==> config.mk <==
export PLATFORM = sky130hd
export DESIGN_NAME = counter_updown
export DESIGN_NICKNAME = d
export VERILOG_FILES = /design/src/rtl/counter_updown.sv
export SDC_FILE = /design/constraint.sdc
export NUM_CORES = 1
export LEC_CHECK = 0
export CAP_MARGIN = 20
export CORE_MARGIN = 3
export CORE_UTILIZATION = 33
export CTS_BUF_LIST = sky130_fd_sc_hd__clkbuf_16
export DETAILED_ROUTE_END_ITERATION = 8
export GPL_TIMING_DRIVEN = 0
export PLACE_DENSITY = 0.58
export SLEW_MARGIN = 0
export SYNTH_ARGS = -nofsm -noshare
export SYNTH_HDL_FRONTEND = slang
export SYNTH_SLANG_ARGS = --single-unit
==> constraint.sdc <==
create_clock -name clk -period 2.1 [get_ports clk]
set_input_delay 0.42 -clock clk [delete_from_list [all_inputs] [get_ports clk]]
set_output_delay 0.42 -clock clk [all_outputs]
set_load 0.02 [all_outputs]
==> src/rtl/counter_updown.sv <==
// Up/down modulo counter with parallel load, synchronous clear, wrap or
// saturate boundary mode, combinational terminal count for cascading.
module counter_updown #(
  parameter int unsigned WIDTH   = 8,
  parameter int unsigned MAX_VAL = 2**WIDTH - 1
) (
  input  logic             clk,
  input  logic             reset,
  input  logic             clear,
  input  logic             load,
  input  logic             en,
  input  logic             up,
  input  logic             sat,
  input  logic [WIDTH-1:0] D,
  output logic [WIDTH-1:0] Q,
  output logic             tc,
  output logic             wrap,
  output logic             ovf
);

  localparam logic [WIDTH-1:0] MAX_Q = WIDTH'(MAX_VAL);

  logic at_bound;

  // Boundary depends only on the current direction; no direction is stored.
  assign at_bound = up ? (Q == MAX_Q) : (Q == '0);
  assign tc       = en & ~load & ~clear & ~reset & at_bound;

  always_ff @(posedge clk) begin
    if (reset || clear) begin
      Q    <= '0;
      wrap <= 1'b0;
      ovf  <= 1'b0;
    end else if (load) begin
      wrap <= 1'b0;
      if (D > MAX_Q) begin
        Q   <= MAX_Q;
        ovf <= 1'b1;
      end else begin
        Q <= D;
      end
    end else if (en) begin
      if (at_bound) begin
        ovf <= 1'b1;
        if (sat) begin
          wrap <= 1'b0;
        end else begin
          Q    <= up ? '0 : MAX_Q;
          wrap <= 1'b1;
        end
      end else begin
        Q    <= up ? Q + WIDTH'(1) : Q - WIDTH'(1);
        wrap <= 1'b0;
      end
    end else begin
      wrap <= 1'b0;
    end
  end

endmodule
==> results.md <==
* Final core occ at 0.542
* Pin count of the biggest net entering global routing at 9
* Drt pass-1 iters at 4
* Status: finished, violations left
* Vias in the first global route at 763
* Final setup slack of the worst path at -0.0832 ns
* Worst path bufs/invs at 1
* 1st-iter DRT viols at 9
* Avg Synthesized Cell Area at 8.40 um2
* Post-DP Area at 0.00109 mm2
* Pre-CTS setup slack at -0.979 ns
* Remaining antenna violation count at 0
* Port-buffer cells at 25
* FF/Latch Area at 204 um2
* Failing checks: setup timing
* Die span in x at between 50 and 60 um
* CP top delay family: simple AND/OR/NAND/NOR gates
* Hold-fix buffers, CTS at 0
* Critical path depth in cells at 5
* Final instance area at 0.00122 mm2
* Arrival time worst endpoint at between 1.5 and 2 ns
* Synth cell types at 34
* Clk_skew at 0.00188 ns
* Crit Path Category: register to primary output
* RSZ-0062 raised after global routing: yes
* Vias/cell at 5.60
* Layout area overhead at 53.0%
* Initial antenna violation count at 0
* Crit path to: tc
* Grt total ovfl at 0
* Multi-input logic area at between 600 and 700 um2
* Detailed placement HPWL at 1700 um
* Hold Vio Cnt, Final at 0
* GRT Resource Usage Total at 0.160
* IO Pins at 26
* Part of the cycle the worst path needs at 1.04
* Post-synth top area share at 0.251
* Cell taking the most area after synthesis: dfxtp_1
* Core area at 0.00225 mm2
* Final hold slack at 0.451 ns
* Worst-Margin Slew at ~0.5 ns
* Reg2Reg Setup Slack at 0.11 ns
* Syn Nets at 117
* CP Launch Type: register
* Mapped Area at 798 um2
* Worst Reg-to-Reg Cells at 6
* Peak VDD IR at 668 uV
* Yosys reg bits at 10
* Most common cell after layout, fill and taps aside: clkdlybuf4s50_1
* DRC violations left at 0
* # nets final at 150
* Fin crit period at approximately 2.2 ns
* FF-to-FF Start: Q[5]
* Via count at 868
* Crit-path max FO at 5
* First-pass GRT wire length at 3480 um
* Share of layout cells above drive strength 1 at 0.173
* Final GP Congestion at 0.783
* Fill count at between 200 and 250
* Synth warn at 0
* Data required, critical path at 1.68 ns
* Most frequent cells in the layout: clkdlybuf4s50_1 (23), nor2_1 (9), dfxtp_1 (7), o21ai_0 (7)
* Post-route insts no fill at roughly 160
* Worst-path cell chain: or4_4, nor4_4, nor2_2, nor3_4, buf_6
* Die height at 55.2 um
* Worst Hold Class: register to register
* Initial Utilization at 0.354
* CTS Buf Count at 3
* Sink Count at 10
* Clk root buf: clkbuf_16
* Leakage at 0.512 nW
* CTS tree: yes
* Worst Setup SP: Q[5]
* Worst rel slew slack at 0.655
* PD cells at between 600 and 700 mW/mm2
* CTS clk-pin slew, worst paths at 0.04 ns
* Final Setup Violations at 1
* Fin. max-slew vios at 0
* Synth top area cells: dfxtp_1 (25%), ha_1 (9.4%), o2111a_1 (5.6%)
* Rows at 17
* CTS max path bufs at 2
* Post-Route WL at around 2200 um
* Worst path max stage delay at 0.55 ns
* Ant diodes at 0
* CP max stage cell: or4_4
* Max Fclk at around 460 MHz
* Setup TNS at -0.0832 ns
* Total power at 0.754 mW
* H-tree depth at 1
* Die area at 0.00305 mm2
* Syn Inst Count at 95
* Setup crit end kind: primary output
* Per-cell routed wire length at 14.4 um
* Reg2reg end: Q[7]
* Post-Place Cells at 148
* Number of max-cap violations at 0
* Seq/Total Area, Yosys at 0.251
* Worst skew pair latency at 0.24 ns
## how the worst min path moves through the flow
stage / from / to / slack, ns / cells after the start
after floorplan: sat / wrap / 0.50 / 1
after detailed placement: ovf / ovf / 0.45 / 1
after global placement: ovf / ovf / 0.43 / 1
after global routing: ovf / ovf / 0.48 / 1
after CTS: ovf / ovf / 0.45 / 1
final: ovf / ovf / 0.45 / 1
## cells in the mapped netlist, drive strengths merged
master    n
a2111o    1
a21oi     6
o21ai     8
or4       1
nand2     6
nand3     2
fa        1
a21bo     1
or2       3
nand2b    4
ha        6
a21o      2
o211ai    2
or3       2
and3      1
inv       4
nor3      4
nand4     1
a211o     1
nor4      2
xnor2     2
o31ai     1
dfxtp    10
nor2     10
mux2i     1
o2111ai   1
o2111a    4
o221a     2
a211oi    2
a31oi     1
o21a      3
## flip-flops by register name, summed over array words and instances, names as in the netlist
register,count
wrap,1
ovf,1
Q,8
## worst register-to-register path: stages (launching register included)
cell and delay [ns]:
dfxtp_2 0.34, or4_4 0.55, nor4_4 0.21, buf_4 0.18, o21ai_1 0.06, a21o_1 0.27, o221a_1 0.27
## metal layers
| metal | track usage | vias up | wire length [um] |
|---|---|---|---|
| met5 | 0 | - | 0 |
| met4 | 0.0243 | 0 | 14 |
| met3 | 0.0483 | 2 | 104 |
| met2 | 0.252 | 19 | 1060 |
| met1 | 0.220 | 417 | 1060 |
| li1 | - | 430 | - |
## timing repair
| action | 4_1_cts | 5_1_grt |
|---|---|---|
| resized for setup | 17 | 0 |
| setup buffers | 3 | 0 |
| setup endpoints to repair | 8 | 3 |
| pin swaps | 3 | 2 |
## logic make-up after synthesis
kind of cell / after synthesis / share of synthesized area
xor+xnor: 2 / 0.0219
compound gates: 35 / 0.323
fa+ha+maj: 7 / 0.119
flops: 10 / 0.251
buf+inv: 4 / 0.0188
mux: 1 / 0.0125
simple gates: 36 / 0.254
## area by class of cell
type / instances / share of cell area
inverters: 4 / 0.0123
multi-input cells: 81 / 0.502
well taps: 28 / 0.0287
flip-flops and latches: 10 / 0.167
repair buffers: 28 / 0.225
clock inverters: 1 / 0.00307
clock buffers: 3 / 0.0615
## power by group
part | leakage [nW] | switching, mW | total, mW | internal, mW
sequential | 0.0830 | 0.0164 | 0.217 | 0.201
clock | 0.0385 | 0.0940 | 0.344 | 0.250
combinational | 0.390 | 0.0953 | 0.193 | 0.0976
Note: power is estimated with default switching activity, not from simulation.
